==> src/rtl/mem_arbiter.sv <==
// mem_arbiter
//
// Shares one byte-wide RAM port between instruction fetch (IF, word reads)
// and the MEM stage (byte/half/word loads and stores). A granted access is
// split into 1, 2 or 4 single-byte RAM cycles. Bytes are ordered
// little-endian: byte k sits at addr+k and maps to data bits [8k+7:8k].
//
// Ports
//   clk_in, rst_in      clock (rising edge), asynchronous active-low reset
//   rdy_in              chip enable; low pauses sequencing
//   if_req/if_addr      fetch request (held until if_done), word address
//   if_flush            abort a pending or in-flight fetch
//   if_done/if_data     one-cycle completion pulse with the fetched word
//   mem_req/mem_we      MEM request (held until mem_done), 1 = store
//   mem_addr/mem_size   byte address, size 0=byte 1=half 2/3=word
//   mem_wdata           store data, low bytes used
//   mem_done/mem_rdata  one-cycle completion pulse, zero-extended load data
//   ram_addr/ram_wr     RAM byte address and write strobe
//   ram_dout/ram_din    RAM write byte, RAM read byte
//
// RAM read timing: an address driven during cycle c returns its byte on
// ram_din during cycle c+1, which is captured at the edge ending that cycle.
// Address issue and read capture are tracked by separate counters so that a
// pause (rdy_in low) stops new addresses while in-flight bytes still land.

module mem_arbiter #(
    parameter int unsigned ADDR_WIDTH   = 32,
    parameter bit          MEM_PRIORITY = 1'b1
) (
    input  logic                  clk_in,
    input  logic                  rst_in,
    input  logic                  rdy_in,
    input  logic                  if_req,
    input  logic [ADDR_WIDTH-1:0] if_addr,
    input  logic                  if_flush,
    output logic                  if_done,
    output logic [31:0]           if_data,
    input  logic                  mem_req,
    input  logic                  mem_we,
    input  logic [ADDR_WIDTH-1:0] mem_addr,
    input  logic [1:0]            mem_size,
    input  logic [31:0]           mem_wdata,
    output logic                  mem_done,
    output logic [31:0]           mem_rdata,
    output logic [ADDR_WIDTH-1:0] ram_addr,
    output logic                  ram_wr,
    output logic [7:0]            ram_dout,
    input  logic [7:0]            ram_din
);

    typedef enum logic [1:0] {
        StIdle,
        StRead,
        StWrite,
        StDone
    } state_e;

    state_e                state_q, state_d;
    logic                  owner_mem_q, owner_mem_d;  // 1 = MEM owns the port
    logic                  rr_mem_q, rr_mem_d;        // 1 = MEM wins next conflict
    logic [ADDR_WIDTH-1:0] base_q, base_d;
    logic [2:0]            len_q, len_d;              // bytes in this access
    logic [31:0]           wdata_q, wdata_d;
    logic [2:0]            iss_q, iss_d;              // bytes whose address went out
    logic [2:0]            cap_q, cap_d;              // read bytes captured
    logic                  issue_v_q, issue_v_d;      // ram_addr carries a new read
    logic                  data_v_q, data_v_d;        // ram_din carries a wanted byte
    logic [31:0]           result_q, result_d;
    logic [ADDR_WIDTH-1:0] ram_addr_q, ram_addr_d;
    logic [7:0]            ram_dout_q, ram_dout_d;

    logic                  if_ok;
    logic                  pick_mem;
    logic                  issue_more;
    logic [ADDR_WIDTH-1:0] next_addr;

    function automatic logic [2:0] size_len(input logic [1:0] size);
        case (size)
            2'd0:    size_len = 3'd1;
            2'd1:    size_len = 3'd2;
            default: size_len = 3'd4;
        endcase
    endfunction

    // A fetch raised together with a flush is already stale.
    assign if_ok      = if_req && !if_flush;
    assign pick_mem   = mem_req && (!if_ok || MEM_PRIORITY || rr_mem_q);
    assign issue_more = rdy_in && (iss_q < len_q);
    // Wraps modulo 2^ADDR_WIDTH.
    assign next_addr  = base_q + ADDR_WIDTH'(iss_q);

    always_comb begin
        state_d     = state_q;
        owner_mem_d = owner_mem_q;
        rr_mem_d    = rr_mem_q;
        base_d      = base_q;
        len_d       = len_q;
        wdata_d     = wdata_q;
        iss_d       = iss_q;
        cap_d       = cap_q;
        issue_v_d   = 1'b0;
        data_v_d    = issue_v_q;
        result_d    = result_q;
        ram_addr_d  = ram_addr_q;
        ram_dout_d  = ram_dout_q;

        unique case (state_q)
            StIdle: begin
                if (rdy_in && (if_ok || mem_req)) begin
                    owner_mem_d = pick_mem;
                    if (if_ok && mem_req) begin
                        rr_mem_d = !pick_mem;
                    end
                    base_d     = pick_mem ? mem_addr : if_addr;
                    len_d      = pick_mem ? size_len(mem_size) : 3'd4;
                    wdata_d    = mem_wdata;
                    iss_d      = 3'd1;
                    cap_d      = 3'd0;
                    result_d   = 32'd0;
                    ram_addr_d = pick_mem ? mem_addr : if_addr;
                    if (pick_mem && mem_we) begin
                        ram_dout_d = mem_wdata[7:0];
                        state_d    = StWrite;
                    end else begin
                        issue_v_d  = 1'b1;
                        state_d    = StRead;
                    end
                end
            end

            StRead: begin
                // Captures ignore rdy_in: the RAM already answered.
                if (data_v_q) begin
                    result_d[{cap_q[1:0], 3'b000} +: 8] = ram_din;
                    cap_d = cap_q + 3'd1;
                end
                if (issue_more) begin
                    ram_addr_d = next_addr;
                    iss_d      = iss_q + 3'd1;
                    issue_v_d  = 1'b1;
                end
                if (rdy_in && (cap_d == len_q)) begin
                    state_d = StDone;
                end
                // Fetch abort: drop the in-flight byte and issue nothing more.
                if (if_flush && !owner_mem_q) begin
                    state_d    = StIdle;
                    issue_v_d  = 1'b0;
                    data_v_d   = 1'b0;
                    iss_d      = iss_q;
                    ram_addr_d = ram_addr_q;
                end
            end

            StWrite: begin
                if (rdy_in) begin
                    if (iss_q == len_q) begin
                        state_d = StDone;
                    end else begin
                        ram_addr_d = next_addr;
                        ram_dout_d = wdata_q[{iss_q[1:0], 3'b000} +: 8];
                        iss_d      = iss_q + 3'd1;
                    end
                end
            end

            StDone: begin
                if (rdy_in) begin
                    state_d = StIdle;
                end
            end

            default: state_d = StIdle;
        endcase
    end

    always_ff @(posedge clk_in or negedge rst_in) begin
        if (!rst_in) begin
            state_q     <= StIdle;
            owner_mem_q <= 1'b0;
            rr_mem_q    <= 1'b0;
            base_q      <= '0;
            len_q       <= 3'd0;
            wdata_q     <= 32'd0;
            iss_q       <= 3'd0;
            cap_q       <= 3'd0;
            issue_v_q   <= 1'b0;
            data_v_q    <= 1'b0;
            result_q    <= 32'd0;
            ram_addr_q  <= '0;
            ram_dout_q  <= 8'd0;
        end else begin
            state_q     <= state_d;
            owner_mem_q <= owner_mem_d;
            rr_mem_q    <= rr_mem_d;
            base_q      <= base_d;
            len_q       <= len_d;
            wdata_q     <= wdata_d;
            iss_q       <= iss_d;
            cap_q       <= cap_d;
            issue_v_q   <= issue_v_d;
            data_v_q    <= data_v_d;
            result_q    <= result_d;
            ram_addr_q  <= ram_addr_d;
            ram_dout_q  <= ram_dout_d;
        end
    end

    // Strobes are gated by rdy_in so a pause suppresses writes and defers done.
    assign ram_wr    = (state_q == StWrite) && rdy_in;
    assign ram_addr  = ram_addr_q;
    assign ram_dout  = ram_dout_q;
    assign if_done   = (state_q == StDone) && !owner_mem_q && rdy_in;
    assign mem_done  = (state_q == StDone) && owner_mem_q && rdy_in;
    assign if_data   = ((state_q == StDone) && !owner_mem_q) ? result_q : 32'd0;
    assign mem_rdata = ((state_q == StDone) && owner_mem_q) ? result_q : 32'd0;

endmodule

==> config.mk <==
export PLATFORM = sky130hd
export DESIGN_NAME = mem_arbiter
export DESIGN_NICKNAME = d
export VERILOG_FILES = /design/src/rtl/mem_arbiter.sv
export SDC_FILE = /design/constraint.sdc
export NUM_CORES = 1
export LEC_CHECK = 0
export CELL_PAD_IN_SITES_DETAIL_PLACEMENT = 2
export CELL_PAD_IN_SITES_GLOBAL_PLACEMENT = 2
export CORE_MARGIN = 4
export CORE_UTILIZATION = 32
export DETAILED_ROUTE_END_ITERATION = 10
export PLACE_DENSITY_LB_ADDON = 0.1
export SLEW_MARGIN = 20
export SYNTH_ARGS = -nofsm -noshare
export SYNTH_HDL_FRONTEND = slang
export SYNTH_SLANG_ARGS = --single-unit
export TNS_END_PERCENT = 50
==> constraint.sdc <==
create_clock -name clk_in -period 5.35 [get_ports clk_in]
set_input_delay 1.07 -clock clk_in [delete_from_list [all_inputs] [get_ports clk_in]]
set_output_delay 1.07 -clock clk_in [all_outputs]
set_load 0.02 [all_outputs]
# After elaboration in Yosys (flattened, before gate mapping)
# Index checks and enable logic that the tools add are counted.
# word_totals
ff_bits	150
input_bits	113
out_inout_bits	107
wordCells	106
# classes
add_sub_neg	4
magnitude_cmp	1
n_eq_ne	16
n_shift	3
mux	45
reduce_logical	25
# op_table
op	count
32-bit 2-to-1 mux	10
32-bit case mux with 3 select lines	1
32-bit case mux with 2 select lines	1
32-bit by 3-bit adder with 32-bit output	1
32-bit bitwise mux	1
8-bit 2-to-1 mux	4
8-bit by 7-bit variable shift with 32-bit output (first input constant)	1
32-bit by 6-bit indexed part select with 8-bit output	1
8-bit by 7-bit indexed part select with 32-bit output	1
3-bit 2-to-1 mux	9
2-bit != test (second input constant)	9
8-bit case mux with 2 select lines	1
2-bit 2-to-1 mux	7
3-bit case mux with 2 select lines	2
1-bit logical AND	11
5-bit AND reduction	2
3-bit case mux with 3 select lines	1
2-bit case mux with 4 select lines	1
5-bit negator with 7-bit output	1
3-bit by 1-bit adder with 3-bit output (second input constant)	2
3-bit == test	2
1-bit 2-to-1 mux	6
6-bit AND reduction	1
2-bit by 1-bit == test with 1-bit output (second input constant)	2
11 further kinds	16

# Longest topological paths before layout
# Gate-level depths: netlist of run 1.
# depth
depth_word	8
mapped_depth	10
ltp_nobuf	8

# Worst setup path before layout of run 1
# OpenSTA, ideal clock, no wires.
# synth_timing
kind	input to register
start	in mem_req
end	reg ram_addr_q[24] (netlist: ram_addr[24])
setup_ps	126
arrival_time_ps	2532
required_time_ps	5224
setup_slack_ps	2692
path_stages	7
n_path_buf	3
path_cell_list	buf_2 -> nand2_1 -> and3_4 -> a2111o_1 -> buf_4 -> buf_6 -> a221o_1
# synth_between
elab_chain_len	4
elab_cells_between_ends	7
cone_classes	1 x eq/ne; 3 x mux; 3 x reduce/logical
# synth_rtl
item	line_no	source
start, declared	38	input logic mem_req,
1-bit logical OR	109	if (rdy_in && (if_ok || mem_req)) begin
1-bit logical AND	109	
2-bit != test (no line)	n/a	
6-bit AND reduction (no line)	n/a	
end signal, assigned	204	ram_addr_q <= ram_addr_d;
end, declared	69	logic [ADDR_WIDTH-1:0] ram_addr_q, ram_addr_d;
# Several ways; a longest one is shown, not always the timed one. The select of a mux whose other input is x is not followed.
# A chain may end at the register's enable or synchronous reset.

# Worst setup path in the final report of run 1
# layout_timing
start	reg state_q[0]
end	out if_data[1]
# layout_between
elab_chain_len	3
# layout_rtl
item	line_no	source
start, declared	58	state_e state_q, state_d;
start signal, assigned	179	state_q <= StIdle;
start signal, assigned	193	state_q <= state_d;
2-bit == test	215	assign if_data = ((state_q == StDone) && !owner_mem_q) ? result_q : 32'd0;
1-bit logical AND	215	
32-bit 2-to-1 mux	215	
end, declared	37	output logic [31:0] if_data,
# Every way passes these cells.

==> results of run 1 <==
[routing by layer]
layer | up-vias | share of wire | track usage | wire length [µm]
met5 | - | 0 | 0 | 0
met4 | 0 | 0.011 | 0.0455 | 286
met3 | 20 | 0.049 | 0.0392 | 1300
li1 | 3303 | - | - | -
met1 | 3586 | 0.46 | 0.255 | 12300
met2 | 160 | 0.48 | 0.320 | 12600
[layout by cell type (no fill, tap or decap), types with 3 or more instances in the layout]
cell and n:
clkdlybuf4s50_1 217, dfrtp_1 149, nand2_1 113, o21ai_0 73, and2_1 44, mux2i_1 43
and3_1 42, mux2_2 36, a21oi_1 22, nor2_1 18, a22o_1 18, clkbuf_16 17
ha_1 16, xnor2_1 15, inv_1 14, nand4_1 14, nand3_1 13, nor3_1 11
a221o_1 10, mux4_2 9, buf_4 9, nor2b_1 8, xor2_1 8, and4_1 7
or3_1 6, a21o_1 6, inv_8 6, o211ai_1 5, nor4_1 5, a311oi_1 4
a31o_2 4, o21ai_1 4, inv_6 4, o31ai_1 3
[layout make-up]
class / count / area, µm²
Tap cell: 330 / 413
Timing Repair Buffer: 229 / 2280
Fill cell: 2708 / 13900
Clock inverter: 15 / 180
Clock buffer: 17 / 425
Multi-Input combinational cell: 592 / 4130
Sequential cell: 150 / 3750
Inverter: 14 / 52.6
[worst max-delay path, stage by stage (launching register included)]
cell and delay (ns):
dfrtp_1 0.44, ha_1 0.18, buf_4 0.34, nor2b_1 0.18, buf_4 0.30, and2_1 0.19
clkdlybuf4s50_1 0.62
[flip-flops by register name, indices dropped and copies added (netlist names)]
name	count
base_q	32
cap_q	3
data_v_q	1
iss_q	3
issue_v_q	1
len_q	3
owner_mem_q	1
ram_addr	32
ram_dout	8
result_q	32
state_q	2
wdata_q	32
[cell families (layout without fill, tap and decap cells)]
group / count (synthesis) / count (layout) / synth area share
fa+ha+maj: 17 / 17 / 0.0271
flops: 150 / 150 / 0.461
buf+inv: 67 / 275 / 0.0349
xor+xnor: 23 / 23 / 0.0248
compound gates: 168 / 168 / 0.133
mux: 88 / 88 / 0.128
simple gates: 296 / 296 / 0.191
[synthesized netlist by cell type, types with 14 or more instances]
master / n
a21oi_1: 23
a22o_1: 18
and2_1: 44
and3_1: 42
clkbuf_1: 37
dfrtp_1: 150
ha_1: 16
inv_1: 14
mux2_2: 36
mux2i_1: 43
nand2_1: 113
nand4_1: 14
nor2_1: 18
o21ai_0: 73
xnor2_1: 15
[power by group]
group / total [µW] / leakage, µW / internal [µW] / switching, µW
Clock: 1250 / 0.000292 / 674 / 575
Combinational: 2670 / 0.00262 / 1180 / 1490
Sequential: 2030 / 0.00189 / 1590 / 442
Total: 5940 / 0.00481 / 3440 / 2500
[stage by stage]
| stage | area [µm²] | hold WS [ns] | setup WS [ns] |
|---|---|---|---|
| final | 11200 | 0.467 | 1.58 |
| after global routing | 11200 | 0.489 | 1.38 |
| after CTS | 11200 | 0.467 | 1.52 |
| after detailed placement | 10600 | 0.449 | 1.30 |
| after global placement | 10600 | 0.436 | 1.38 |
| after floorplan | 8140 | 0.433 | 2.69 |
[how the worst max path moves through the flow]
stage,endpoint,slack (ns),cells after the start
finish,if_data[1],1.58,6
global route,if_data[30],1.38,6
CTS,if_data[1],1.52,6
detailed placement,ram_addr[19]$_DFFE_PN0P_,1.30,6
global placement,ram_addr[20]$_DFFE_PN0P_,1.38,6
floorplan,ram_addr[24]$_DFFE_PN0P_,2.69,7
==> summary.txt, run 1 <==
Outcome
  – Status: finished clean

Worst setup path
  – Startpoint types: register
  – Critical Path Sink Type: output port
  – Setup crit start: state_q[0]$_DFFE_PN0P_
  – CP Data Required Time: 4.28 ns
  – FF-to-FF path depth: 7
  – CP Data Arrival Time: 2.70 ns
  – RR Startpoint: iss_q[0]$_DFFE_PN0P_
  – Crit path max fanout: 37
  – Reg2reg setup slack: 1.88 ns
  – Crit path kind: reg2out
  – Worst r2r dst: ram_addr[18]$_DFFE_PN0P_

Drt
  – Vias/cell: 5.25
  – Pre-antenna DRT Iters: 5
  – Vias: 7069
  – DRC Markers: 0
  – Number of routed nets with antenna violations: 0
  – WL final: 26.5 mm
  – DR WL/cell: 19.7 µm
  – DRT iter0 DRCs: 279

Final layout
  – Final cell count without fillers: 1347
  – Share of cells above drive strength 1: 0.104
  – Inserted Diodes: 0
  – Fin util: 0.447
  – Post-layout net count: 1134
  – Layout area overhead: 38.0%

Timing
  – RSZ-0062 raised after global routing: no
  – Crit share post-route: 0.705
  – Max_slew headroom: 0.314
  – Count of final setup violators: 0
  – Post-layout min period: 3.77 ns
  – Setup TNS: 0 ns
  – Least-Margin Pin Slew: 1.02 ns
  – Pins Over Slew Limit: 0
  – Setup Skew: 0.0130 ns
  – Count of final hold-check violations: 0
  – Peak Freq: 265 MHz

Synthesis
  – Post-synth EDFFs: 0
  – Synthesized flop and latch total: 150
  – Mapped Cells: 809
  – Top post-synthesis cells by area: dfrtp_1 (46%), mux2i_1 (5.3%), nand2_1 (5.2%)
  – Synth top area share: 0.461
  – Sequential area share after synthesis: 0.461
  – Syn Area/Cell: 10.1 µm²
  – Unique cell type count in the Yosys netlist: 59
  – Mapped Area: 8140 µm²
  – Syn nets: 939
  – Prevailing post-synth register cell: dfrtp_1
  – Ys async rst share: 1.00
  – Area leader, netlist: dfrtp_1
  – Warnings from Yosys: 0

Clock network
  – Clk_lat worst skew: 0.43 ns
  – H-tree depth: 4
  – Bufs on Longest Clock Path: 2
  – Clock slew at reported path FFs: 0.07 ns
  – TritonCTS clock tree: built
  – Clock tree sinks: 150
  – CTS Buf Count: 17
  – Postcts setup bufs: 0
  – PostCTS Resize Cnt: 0
  – CTS root buffer: clkbuf_16
  – CTS Hold Buffers Added: 0

Floorplan
  – Rows: 58
  – Initial Util: 0.324
  – Top Ports: 220
  – Die X: 167 µm
  – Core ar.: 25100 µm²
  – Die Area: 28000 µm²
  – Overall die height: 167 µm

Pwr
  – Pwr dens: 529 nW/µm²
  – Pleak: 0.00481 µW
  – Tot Pwr: 5940 µW
  – Worst vdd ir: 337 µV

Place
  – DP Cell Count: 1315
  – Final RePlAce weighted congestion: 0.745
  – Port Buffers: 219
  – HPWL after DPL: 18.7 mm

Job
  – Max_cap viols: 0

Global routing
  – First-pass GRT wire length: 43.5 mm
  – Pin count of the biggest net entering global routing: 85
  – All-Layer GR Usage: 0.191
  – GRT Residual Overflow: 0
  – Initial antenna violation count: 0
  – Vias in the first global route: 7752

Min path
  – Hold depth: 1
  – Hold Startpoint: issue_v_q$_DFF_PN0_
  – Hold Path Sink: data_v_q$_DFF_PN0_
  – Hold crit path type: reg2reg
No activity file was read; power rests on OpenSTA's default activity.
==> run 2, diff against run 1 <==
Settings changed: CORE_UTILIZATION 32 to 30.
Clock period 5.35 ns to 3.95 ns, I/O delays scaled along.
==> run 2 against run 1 <==
Via count fell by 1.1%. Wire length rose by 0.39%. Critical path depth fell by 1. First-iteration DRC count rose by 2.9%. Setup slack got worse by 0.76 ns.
==> summary.txt, run 2 (synthesis gave the netlist of run 1 again) <==
Outcome
  – Status: finished clean

Global routing
  – Met1 Resource Use GR: 0.241 (-0.0139)
  – All-Layer GR Usage: 0.179 (-0.0118)
  – Met2 Use GR: 0.297 (-0.0234)
  – First-pass GRT wire length: 43.5 mm (about the same)
  – Initial antenna violation count: 0 (unchanged)
  – GRT Residual Overflow: 0 (unchanged)
  – Gr busiest metal: met2
  – Vias in the first global route: 7580 (-2.2%)
  – M3 GR Usage: 0.0420 (+0.00279)
  – Pin count of the biggest net entering global routing: 93 (+9.4%)

Worst setup path
  – CP Data Required Time: 3.16 ns (-1.12 ns)
  – Critical Path Sink Type: output port
  – Crit path kind: reg2out
  – Crit path max fanout: 33 (-11%)
  – CP Data Arrival Time: 2.34 ns (-0.36 ns)
  – Startpoint types: register

Min path
  – Hold crit path type: in2async

Clock network
  – Clock slew at reported path FFs: 0.07 ns (about the same)
  – CTS Hold Buffers Added: 0 (unchanged)
  – PostCTS Resize Cnt: 0 (unchanged)
  – Bufs on Longest Clock Path: 2 (unchanged)
  – Clock tree sinks: 150 (unchanged)
  – TritonCTS clock tree: built
  – CTS root buffer: clkbuf_16
  – H-tree depth: 4 (unchanged)
  – Clk_lat worst skew: 0.42 ns (about the same)
  – CTS Buf Count: 17 (unchanged)
  – Postcts setup bufs: 0 (unchanged)

Floorplan
  – Rows: 60 (+3.4%)
  – Initial Util: 0.304 (-0.0205)
  – Die Area: 29800 µm² (+6.3%)
  – Core ar.: 26800 µm² (+6.7%)
  – Top Ports: 220 (unchanged)
  – Overall die height: 173 µm (+3.1%)
  – Die X: 173 µm (+3.1%)

Place
  – Pre-CTS WS: 0.717 ns (-0.584 ns)
  – HPWL after DPL: 19.3 mm (+2.9%)
  – Port Buffers: 219 (unchanged)
  – Final RePlAce weighted congestion: 0.715 (-4.0%)
  – DP Cell Count: 1335 (+1.5%)

Drt
  – Pre-antenna DRT Iters: 4 (-1)
  – Number of routed nets with antenna violations: 0 (unchanged)
  – Vias/cell: 5.12 (-2.5%)
  – WL final: 26.6 mm (+0.39%)
  – DRC Markers: 0 (unchanged)
  – Vias: 6993 (-1.1%)
  – DRT iter0 DRCs: 287 (+2.9%)
  – DR WL/cell: 19.5 µm (-1.1%)

Timing
  – Post-layout min period: 3.13 ns
  – Count of final setup violators: 0 (unchanged)
  – Count of final hold-check violations: 0 (unchanged)
  – Setup Skew: 0.0121 ns (-0.000877 ns)
  – Crit share post-route: 0.792
  – Peak Freq: 320 MHz
  – Max_slew headroom: 0.328 (+0.0133)
  – Pins Over Slew Limit: 0 (unchanged)
  – RSZ-0062 raised after global routing: no
  – Final worst-path setup slack: 0.823 ns (-0.756 ns)
  – Setup TNS: 0 ns (unchanged)
  – Least-Margin Pin Slew: 1.00 ns (-0.0229 ns)

Final layout
  – Layout area overhead: 39.3%
  – Most frequent cells in the layout: clkdlybuf4s50_1 (217), dfrtp_1 (150), nand2_1 (113), o21ai_0 (73), and2_1 (44)
  – Share of cells above drive strength 1: 0.109 (+0.00493)
  – Post-layout net count: 1143 (+0.79%)
  – Commonest non-fill, non-tap cell in the layout: clkdlybuf4s50_1
  – Final cell count without fillers: 1367 (+1.5%)
  – Filler Cell Count: 2891 (+6.8%)
  – Fin util: 0.423 (-0.0245)
  – Inserted Diodes: 0 (unchanged)

Pwr
  – Worst vdd ir: 348 µV (+3.5%)
  – Pwr dens: 724 nW/µm² (+37%)
  – Pleak: 0.00488 µW (+1.4%)

Job
  – Max_cap viols: 0 (unchanged)
-- run 2: stage by stage --
| step | total power (µW) | hold slack (ns) | instance area, µm² |
|---|---|---|---|
| final | 8210 | 0.403 | 11300 |
| after global routing | 8880 | 0.459 | 11300 |
| after CTS | 8350 | 0.438 | 11300 |
| after detailed placement | 6540 | 0.463 | 10700 |
| after global placement | 6380 | 0.450 | 10700 |
| after floorplan | 5040 | 0.433 | 8140 |
-- run 2: final cells by class --
| type | count | area (µm²) | share of cell area |
|---|---|---|---|
| timing repair buffer | 238 | 2360 | 0.208 |
| inverter | 14 | 52.6 | 0.00464 |
| sequential | 150 | 3750 | 0.331 |
| clock inverter | 14 | 189 | 0.0167 |
| clock buffer | 18 | 439 | 0.0387 |
| multi-input combinational | 592 | 4120 | 0.363 |
| tap | 341 | 427 | 0.0376 |
-- run 2: worst max-delay path, cell delays in order (launching register included) --
cell and delay (ns):
dfrtp_1 0.46, ha_1 0.20, nor2b_1 0.13, buf_4 0.29, and2_1 0.17, clkdlybuf4s50_1 0.64
-- run 2: final timing paths --
| check | from | end | slack, ns | cells after the start |
|---|---|---|---|---|
| worst max-delay path | state_q[0]$_DFFE_PN0P_ | if_data[16] | 0.82 | 5 |
| max in group asynchronous | rst_in | base_q[18]$_DFFE_PN0P_ | 2.62 | 2 |
| worst min register to register | issue_v_q$_DFF_PN0_ | data_v_q$_DFF_PN0_ | 0.48 | 1 |
| worst max register to register | iss_q[1]$_DFFE_PN0P_ | ram_addr[14]$_DFFE_PN0P_ | 0.90 | 7 |
| worst min-delay path | rst_in | base_q[20]$_DFFE_PN0P_ | 0.40 | 1 |
| min in group clk_in | issue_v_q$_DFF_PN0_ | data_v_q$_DFF_PN0_ | 0.48 | 1 |
-- run 2: layer usage --
layer | vias to the layer above | routed length (µm) | share of wire
met4 | 0 | 219 | 0.0082
met5 | - | 0 | 0
met1 | 3505 | 12500 | 0.47
met3 | 17 | 1210 | 0.045
met2 | 156 | 12700 | 0.48
li1 | 3315 | - | -
-- run 2: power breakdown --
part           leakage (µW)  internal, µW  total [µW]  switching [µW]
Combinational       0.00268          1670        3760            2090
Sequential          0.00190          2150        2680             530
Clock              0.000308          1030        1760             728
Total               0.00488          4860        8210            3350
